--- src/rtl/fetch_stage_pkg.sv ---
// Core-wide constants shared by the pipeline stages: reset vector, bubble encoding
// and the instruction field positions used by fetch and decode.
package fetch_stage_pkg;

  localparam int unsigned XLEN = 32;

  localparam logic [XLEN-1:0] DEFAULT_RESET_PC = 32'h0000_0000;

  // All-zero word is sll $0,$0,0: a harmless rType bubble.
  localparam logic [XLEN-1:0] NOP_INSTR = 32'h0000_0000;

  localparam int unsigned OPCODE_MSB = 31;
  localparam int unsigned OPCODE_LSB = 26;
  localparam int unsigned JIDX_MSB   = 25;
  localparam int unsigned JIDX_LSB   = 0;

  function automatic logic [OPCODE_MSB-OPCODE_LSB:0] opcode_of(input logic [XLEN-1:0] instr);
    return instr[OPCODE_MSB:OPCODE_LSB];
  endfunction

endpackage

--- src/rtl/fetch_stage_if.sv ---
// Control and data bundle between the fetch stage, the hazard unit, decode and
// instruction memory.
interface fetch_stage_if #(
  parameter int unsigned ADDR_WIDTH = 32,
  parameter int unsigned DATA_WIDTH = 32
);

  logic                  StallF;
  logic                  StallD;
  logic                  FlushD;
  logic                  PCSrcD;
  logic [ADDR_WIDTH-1:0] PCBranchD;
  logic                  JumpD;
  logic [DATA_WIDTH-1:0] InstrF;
  logic [ADDR_WIDTH-1:0] PCF;
  logic [DATA_WIDTH-1:0] InstrD;
  logic [ADDR_WIDTH-1:0] PCPlus4D;
  logic                  ValidD;

  // Surrounding core: hazard unit, decode and instruction memory.
  modport master (
    output StallF, StallD, FlushD, PCSrcD, PCBranchD, JumpD, InstrF,
    input  PCF, InstrD, PCPlus4D, ValidD
  );

  // The fetch stage itself.
  modport slave (
    input  StallF, StallD, FlushD, PCSrcD, PCBranchD, JumpD, InstrF,
    output PCF, InstrD, PCPlus4D, ValidD
  );

endinterface

--- src/rtl/fetch_stage_if_id_register.sv ---
// IF/ID pipeline register with reset > stall > flush > load priority; the same
// pattern is reused for the later pipeline registers.
module if_id_register
  import fetch_stage_pkg::*;
#(
  parameter int unsigned ADDR_WIDTH = 32,
  parameter int unsigned DATA_WIDTH = 32
) (
  input  logic                  CLK,
  input  logic                  RST,
  input  logic                  StallD,
  input  logic                  FlushD,
  input  logic [DATA_WIDTH-1:0] InstrF,
  input  logic [ADDR_WIDTH-1:0] PCPlus4F,
  output logic [DATA_WIDTH-1:0] InstrD,
  output logic [ADDR_WIDTH-1:0] PCPlus4D,
  output logic                  ValidD
);

  logic [DATA_WIDTH-1:0] instr_q;
  logic [ADDR_WIDTH-1:0] pc_plus4_q;
  logic                  valid_q;

  // A stalled instruction must survive, so stall masks a concurrent flush.
  always_ff @(posedge CLK) begin
    if (RST) begin
      instr_q    <= DATA_WIDTH'(NOP_INSTR);
      pc_plus4_q <= '0;
      valid_q    <= 1'b0;
    end else if (StallD) begin
      instr_q    <= instr_q;
      pc_plus4_q <= pc_plus4_q;
      valid_q    <= valid_q;
    end else if (FlushD) begin
      instr_q    <= DATA_WIDTH'(NOP_INSTR);
      pc_plus4_q <= '0;
      valid_q    <= 1'b0;
    end else begin
      instr_q    <= InstrF;
      pc_plus4_q <= PCPlus4F;
      valid_q    <= 1'b1;
    end
  end

  assign InstrD   = instr_q;
  assign PCPlus4D = pc_plus4_q;
  assign ValidD   = valid_q;

endmodule

--- src/rtl/fetch_stage.sv ---
// Instruction-fetch stage: PC register, next-PC selection and the IF/ID register
// feeding decode.
module fetch_stage
  import fetch_stage_pkg::*;
#(
  parameter int unsigned           ADDR_WIDTH = 32,
  parameter int unsigned           DATA_WIDTH = 32,
  parameter logic [ADDR_WIDTH-1:0] RESET_PC   = ADDR_WIDTH'(DEFAULT_RESET_PC)
) (
  input logic          CLK,
  input logic          RST,
  fetch_stage_if.slave bus
);

  logic [ADDR_WIDTH-1:0] pcf_q;
  logic [ADDR_WIDTH-1:0] pc_plus4_f;
  logic [ADDR_WIDTH-1:0] jump_target_d;
  logic [ADDR_WIDTH-1:0] pc_next;

  assign pc_plus4_f = pcf_q + ADDR_WIDTH'(4);

  always_comb begin
    jump_target_d       = bus.PCPlus4D;
    jump_target_d[27:0] = {bus.InstrD[JIDX_MSB:JIDX_LSB], 2'b00};
  end

  // A bubble in decode carries no jump index, so JumpD only counts with ValidD.
  always_comb begin
    pc_next = pc_plus4_f;
    if (bus.JumpD && bus.ValidD) begin
      pc_next = jump_target_d;
    end else if (bus.PCSrcD) begin
      pc_next = bus.PCBranchD;
    end
  end

  always_ff @(posedge CLK) begin
    if (RST) begin
      pcf_q <= RESET_PC;
    end else if (!bus.StallF) begin
      pcf_q <= pc_next;
    end
  end

  assign bus.PCF = pcf_q;

  if_id_register #(
    .ADDR_WIDTH (ADDR_WIDTH),
    .DATA_WIDTH (DATA_WIDTH)
  ) u_if_id (
    .CLK      (CLK),
    .RST      (RST),
    .StallD   (bus.StallD),
    .FlushD   (bus.FlushD),
    .InstrF   (bus.InstrF),
    .PCPlus4F (pc_plus4_f),
    .InstrD   (bus.InstrD),
    .PCPlus4D (bus.PCPlus4D),
    .ValidD   (bus.ValidD)
  );

endmodule

--- src/flat_wrapper.sv ---
// flat-port wrapper written by rule: the top's interface ports become plain ports
module fetch_stage_flat import fetch_stage_pkg::*;
#(
  parameter int unsigned           ADDR_WIDTH = 32,
  parameter int unsigned           DATA_WIDTH = 32,
  parameter logic [ADDR_WIDTH-1:0] RESET_PC   = ADDR_WIDTH'(DEFAULT_RESET_PC)
)
  (CLK, RST, bus_StallF, bus_StallD, bus_FlushD, bus_PCSrcD, bus_PCBranchD, bus_JumpD, bus_InstrF, bus_PCF, bus_InstrD, bus_PCPlus4D, bus_ValidD);
  fetch_stage_if #(.ADDR_WIDTH(ADDR_WIDTH), .DATA_WIDTH(DATA_WIDTH)) bus_i ();
  input logic CLK;
  input logic RST;
  input wire logic [$bits(bus_i.StallF)-1:0] bus_StallF;
  input wire logic [$bits(bus_i.StallD)-1:0] bus_StallD;
  input wire logic [$bits(bus_i.FlushD)-1:0] bus_FlushD;
  input wire logic [$bits(bus_i.PCSrcD)-1:0] bus_PCSrcD;
  input wire logic [$bits(bus_i.PCBranchD)-1:0] bus_PCBranchD;
  input wire logic [$bits(bus_i.JumpD)-1:0] bus_JumpD;
  input wire logic [$bits(bus_i.InstrF)-1:0] bus_InstrF;
  output wire logic [$bits(bus_i.PCF)-1:0] bus_PCF;
  output wire logic [$bits(bus_i.InstrD)-1:0] bus_InstrD;
  output wire logic [$bits(bus_i.PCPlus4D)-1:0] bus_PCPlus4D;
  output wire logic [$bits(bus_i.ValidD)-1:0] bus_ValidD;
  assign bus_i.StallF = bus_StallF;
  assign bus_i.StallD = bus_StallD;
  assign bus_i.FlushD = bus_FlushD;
  assign bus_i.PCSrcD = bus_PCSrcD;
  assign bus_i.PCBranchD = bus_PCBranchD;
  assign bus_i.JumpD = bus_JumpD;
  assign bus_i.InstrF = bus_InstrF;
  assign bus_PCF = bus_i.PCF;
  assign bus_InstrD = bus_i.InstrD;
  assign bus_PCPlus4D = bus_i.PCPlus4D;
  assign bus_ValidD = bus_i.ValidD;
  fetch_stage #(.ADDR_WIDTH(ADDR_WIDTH), .DATA_WIDTH(DATA_WIDTH), .RESET_PC(RESET_PC)) u_core (.CLK(CLK), .RST(RST), .bus(bus_i));
endmodule
--- config.mk ---
export PLATFORM = sky130hd
export DESIGN_NAME = fetch_stage_flat
export DESIGN_NICKNAME = d
export VERILOG_FILES = /design/src/rtl/fetch_stage_pkg.sv /design/src/rtl/fetch_stage_if.sv /design/src/rtl/fetch_stage_if_id_register.sv /design/src/rtl/fetch_stage.sv /design/src/flat_wrapper.sv
export SDC_FILE = /design/constraint.sdc
export NUM_CORES = 1
export LEC_CHECK = 0
export CORE_MARGIN = 3
export CORE_UTILIZATION = 40
export DETAILED_ROUTE_END_ITERATION = 7
export PLACE_DENSITY = 0.82
export SYNTH_ARGS = -nofsm -noshare
export SYNTH_HDL_FRONTEND = slang
export SYNTH_SLANG_ARGS = --single-unit
--- constraint.sdc ---
create_clock -name CLK -period 2 [get_ports CLK]
set_input_delay 0.4 -clock CLK [delete_from_list [all_inputs] [get_ports CLK]]
set_output_delay 0.4 -clock CLK [all_outputs]
set_load 0.02 [all_outputs]
==> results of run 1 <==
## repair_timing
item,CTS,global route
setup endpoints to repair,1,4
resized for setup,1,5
pin swaps,0,2
endpoints found under the hold margin,0,0
## cells by family (layout without fill, tap and decap cells)
| family | after synthesis | in the layout |
|---|---|---|
| compound gates | 172 | 172 |
| flops | 97 | 97 |
| buf+inv | 63 | 249 |
| mux | 3 | 3 |
| fa+ha+maj | 1 | 1 |
| simple gates | 219 | 219 |
| xor+xnor | 28 | 28 |
## state kept, by name, summed over array words and instances (netlist names)
register / count
u_core.bus.PCF: 32
u_core.u_if_id.InstrD: 32
u_core.u_if_id.PCPlus4D: 32
u_core.u_if_id.ValidD: 1
## through the flow
| step | instance area [µm²] | power, mW | setup TNS, ns | hold WS, ns |
|---|---|---|---|---|
| 3_5_place_dp | 6890 | 2.94 | -0.111 | 0.468 |
| 3_3_place_gp | 6890 | 2.92 | -0.000659 | 0.460 |
| 4_1_cts | 7230 | 4.85 | 0 | 0.395 |
| 5_1_grt | 7260 | 5.00 | -0.0284 | 0.413 |
| 2_1_floorplan | 4810 | 2.51 | 0 | 0.536 |
| 6_report | 7260 | 4.84 | 0 | 0.404 |
## how the worst max path moves through the flow
stage	from	slack, ns	cells past startpoint	end
finish	u_core.bus.PCF[10]$_SDFFE_PP0N_	0.04	2	bus_PCF[10]
global route	u_core.bus.PCF[9]$_SDFFE_PP0N_	-0.03	7	u_core.bus.PCF[19]$_SDFFE_PP0N_
CTS	u_core.bus.PCF[3]$_SDFFE_PP0N_	0.03	6	u_core.u_if_id.PCPlus4D[24]$_SDFFE_PP0N_
detailed placement	bus_PCSrcD	-0.04	6	u_core.bus.PCF[24]$_SDFFE_PP0N_
global placement	bus_PCSrcD	-0.0007	6	u_core.bus.PCF[24]$_SDFFE_PP0N_
floorplan	u_core.bus.PCF[3]$_SDFFE_PP0N_	0.002	6	u_core.bus.PCF[22]$_SDFFE_PP0N_
## layout make-up
type	count	area (µm²)
clock buffer	11	253
fill	971	4260
timing repair buffer	224	2110
clock inverter	5	83.8
multi-input combinational	423	2640
sequential	97	1950
inverter	9	33.8
tap	143	179
## report_power, final
group,switching [mW],internal (mW),total [mW]
sequential,0.0795,2.00,2.08
clock,0.752,1.17,1.92
combinational,0.419,0.413,0.832
## layer usage
metal	vias to the layer above	wire length, µm	GRT usage
li1	2476	-	-
met2	265	8000	0.402
met3	36	1550	0.0479
met5	-	0	0
met1	2550	7000	0.332
met4	0	396	0.0900
## worst register-to-register path, delay by kind of cell, from the launching register on
family          cells  cell delay, ns
flops               1            0.42
compound gates      1            0.18
simple gates        4            1.25
## cells in the final DEF (no fill, tap or decap), drive strengths merged, types with 22 or more instances in the layout
master / n
xnor2: 23
a22oi: 36
o21ai: 27
clkdlybuf4s50: 165
buf: 59
a21oi: 44
a22o: 22
nand2: 53
nand3: 40
dfxtp: 97
nor2: 74
==> metrics.cfg, run 1 <==
[floorplan]
core_um2 = 11500
initial_core_util = 0.414
die_y_um = 115
rows = 39
dieArea_um2 = 13300
die_w_um = 115
io_pins = 168

[critical_path]
cp-start-kind = flop
cpMaxStageDelayCell = clkdlybuf4s50_1
crit_path_end_kind = primary output
r2r-end = u_core.bus.PCF[31]$_SDFFE_PP0N_
r2r_cells = 5
r2r-start = u_core.bus.PCF[14]$_SDFFE_PP0N_
r2r_slack_ns = 0.09
critPathRequiredTime_ns = 1.60
path_max_fanout = 8
crit_type = reg -> out
max_stage_delay_ns = 0.64
path_buf_inv = 2
critical_path_arrival_ns = 1.56
cp_cell_sequence = buf_4 > clkdlybuf4s50_1
crit_family = buffers and inverters

[synthesis]
synth_top_area_share = 0.408
synthArstFlopShare = 0
synth_edf_count = 0
syn-instance-count = 583
netlist_area_um2 = 4760
ys_types = 52
yosys_register_bits = 97
synth.most_common_cell = dfxtp_1
synth_compound_area_frac = 0.245
synth-simple-area-share = 0.235
seq_area_frac_synth = 0.408
synth_area_leaders = dfxtp_1 (41%), nor2_1 (5.8%), a22oi_1 (5.7%), a21oi_1 (4.6%), xnor2_1 (4.2%)
synth_fp_nets = 655
avgSynthCellArea_um2 = 8.17
synth_warnings = 0
synth_mux_area_frac = 0.00630
yosys_most_used_dff = dfxtp_1
synth_top_family_by_area = compound AO/OA/AOI/OAI gates
synth-xor-area-share = 0.0515
synth_top_cell_by_area = dfxtp_1
synth_fa_ha_area_frac = 0.00263
synth_common_cells = dfxtp_1 (97), nor2_1 (74), nand2_1 (52)

[clock_network]
clk_latency_ns = 0.34
cts-root-buf = clkbuf_16
clockBufferDepth = 2
clock-sinks = 97
cts_buffers = 9
path_clk_slew_ns = 0.07
cts_max_level = 3
cts_tree = yes
hold_buffers = 0
postCtsSetupBuffers = 0

[outcome]
status = finished, final reports clean

[place]
dp.cells = 896
port_buffers = 167
pre_cts_ws_ns = -0.0398
gp_congestion = 0.934
post-dp-hpwl_mm = 12.6

[global_route]
gr-total-overflow = 0
antenna_found_initial = 0
grt_max_degree = 36
grt_pass1_wl_mm = 26.5
grt_pass1_vias = 5057
grtUsageTotal = 0.249

[timing]
finalHoldViolCount = 0
fmax_ghz = 0.511
tightest_slew_ns = 0.437
setup_viol = 0
max_slew_margin = 0.707
skew_ns = 0.0104
post-route-period-util = 0.978
setup_ws_ns = 0.0448
finalMaxSlewViolations = 0
fin_crit_ns = 1.96

[finish]
fin_cells = 912
diodes = 0
syn_to_final_growth_pct = 52.3
nets = 836
final_util = 0.630
drive_gt1_frac = 0.138

[route]
wire_per_inst_um = 18.6
ant_nets = 0
vias = 5327
drc = 0
drt_first_iter_violations = 581
finalWirelength_mm = 16.9
avgViaCountPerCell = 5.84
dr.pass1.iters = 5

[min_path]
holdPathStages = 2
min_path_type = in -> reg
hold_start = RST
min_to = u_core.u_if_id.PCPlus4D[0]$_SDFFE_PP0N_

[flow_run]
cap_viol_max_count = 0

[pwr]
irDropWorstVdd_uv = 435
p_leak_nw = 2.71
powerDensity_nw_per_um2 = 667

Power figures use the tool's default switching activity.
==> run 2: changes to the inputs <==
PLACE_DENSITY = 0.79   (was 0.82)
clock period = 2.3 ns   (was 2 ns; I/O delays follow)
==> metrics.cfg, run 2 (synthesized netlist as in run 1, its figures left out) <==
[outcome]
status = finished, final reports clean

[pwr]
irDropWorstVdd_uv = 295
p_clk_frac = 0.400
p_int_mw = 3.10
powerDensity_nw_per_um2 = 591
seq_power_share = 0.434
pwr-share-comb = 0.166
p_leak_nw = 2.59
p_sw_mw = 1.08
switching_share = 0.259

[finish]
drive_gt1_frac = 0.105
multiInputGateArea_um2 = 2580
n_fill_cell = 1024
final_common_cell = clkdlybuf4s50_1
final_cell_mix = clkdlybuf4s50_1 (165), dfxtp_1 (96), nor2_1 (73)
diodes = 0
regArea_um2 = 1940
fin_cells = 897
syn_to_final_growth_pct = 48.7
design_area_um2 = 7080
nets = 821

[timing]
tightest_slew_ns = 0.520
hold_ws_ns = 0.477
setup_viol = 0
max_slew_margin = 0.651
fin_crit_ns = 2.06
finalHoldViolCount = 0
finalMaxSlewViolations = 0
rsz0062_at_grt = no
skew_ns = 0.00947
post-route-period-util = 0.896
fin_tns_setup_ns = 0
fmax_ghz = 0.485

[critical_path]
path_max_fanout = 9
r2r_cells = 5
critical_path_arrival_ns = 2.33
cp-start-kind = flop
crit_type = reg -> reg
critPathRequiredTime_ns = 2.57
crit_path_end_kind = flop
r2r_slack_ns = 0.24

[global_route]
gr-total-overflow = 0
grt_pass1_vias = 4980
antenna_found_initial = 0
grtUsageTotal = 0.250
grt_max_degree = 44
grt_pass1_wl_mm = 26.4

[clock_network]
path_clk_slew_ns = 0.07
clock-sinks = 97
cts-root-buf = clkbuf_16
cts_tree = yes
postCtsSetupBuffers = 0
cts_max_level = 3
cts_buffers = 9
clk_latency_ns = 0.35
clockBufferDepth = 2

[route]
finalWirelength_mm = 16.7
vias = 5123
drc = 0
ant_nets = 0
drt_first_iter_violations = 385
dr.pass1.iters = 5
wire_per_inst_um = 18.6
avgViaCountPerCell = 5.71

[floorplan]
die_w_um = 115
io_pins = 168
initial_core_util = 0.414
die_y_um = 115
core_um2 = 11500
rows = 39
dieArea_um2 = 13300

[place]
port_buffers = 167
gp_congestion = 0.893
dp.cells = 881
dpl-instance-area_um2 = 6750
post-dp-hpwl_mm = 12.6

[min_path]
holdPathStages = 1
min_path_type = reg -> reg

[flow_run]
cap_viol_max_count = 0

[run 2: cell count changes in the layout (fill, tap and decap cells not counted), moves of 2 or more]
| cell | previous run | this run |
|---|---|---|
| nor4_2 | 3 | 1 |
| nor4_1 | 2 | 5 |
| dfxtp_2 | 7 | 1 |
| buf_4 | 55 | 39 |
| dfxtp_1 | 89 | 96 |
| clkinvlp_4 | 0 | 2 |
[run 2: final timing paths]
check                                                               from                                  endpoint
worst max-delay path                      u_core.bus.PCF[7]$_SDFFE_PP0N_           u_core.bus.PCF[31]$_SDFFE_PP0N_
worst min-delay path            u_core.u_if_id.PCPlus4D[13]$_SDFFE_PP0N_  u_core.u_if_id.PCPlus4D[13]$_SDFFE_PP0N_
worst max register to register            u_core.bus.PCF[7]$_SDFFE_PP0N_           u_core.bus.PCF[31]$_SDFFE_PP0N_
worst min register to register  u_core.u_if_id.PCPlus4D[13]$_SDFFE_PP0N_  u_core.u_if_id.PCPlus4D[13]$_SDFFE_PP0N_
[run 2: cell type report]
type,instances,area share
inverters,9,0.00477
clock inverters,4,0.0106
flip-flops and latches,97,0.274
clock buffers,12,0.0362
repair buffers,209,0.284
well taps,143,0.0253
multi-input cells,423,0.365
[run 2: repair_timing]
item,in CTS,in global routing
endpoints found under the setup margin,0,1
hold buffers,0,0
gates resized for setup,0,1
[run 2: critical path, stage by stage (launching register included)]
cell and delay (ns):
dfxtp_1 0.48, nand4_4 0.25, nor4_2 0.47, nand4_1 0.21
or4_1 0.43, a31oi_1 0.16
[run 2: through the flow]
stage	utilization	power, mW	setup WS, ns
3_5_place_dp	0.586	2.54	0.211
6_report	0.615	4.19	0.240
4_1_cts	0.615	4.19	0.171
3_3_place_gp	0.586	2.53	0.238
2_1_floorplan	-	2.17	0.0526
5_1_grt	0.615	4.32	0.0308
[run 2: power by group through the flow]
stage / combinational (mW) / clock, mW / sequential [mW]
6_report: 0.696 / 1.67 / 1.82
5_1_grt: 0.745 / 1.75 / 1.82
4_1_cts: 0.693 / 1.68 / 1.81
3_5_place_dp: 0.688 / 0 / 1.85
3_3_place_gp: 0.680 / 0 / 1.85
2_1_floorplan: 0.268 / 0 / 1.91
[run 2: layer usage]
metal | vias to the layer above | part of all wire | global-route usage
li1 | 2446 | - | -
met1 | 2418 | 0.44 | 0.342
met2 | 233 | 0.47 | 0.393
met3 | 26 | 0.068 | 0.0474
met4 | 0 | 0.021 | 0.0900
met5 | - | 0 | 0
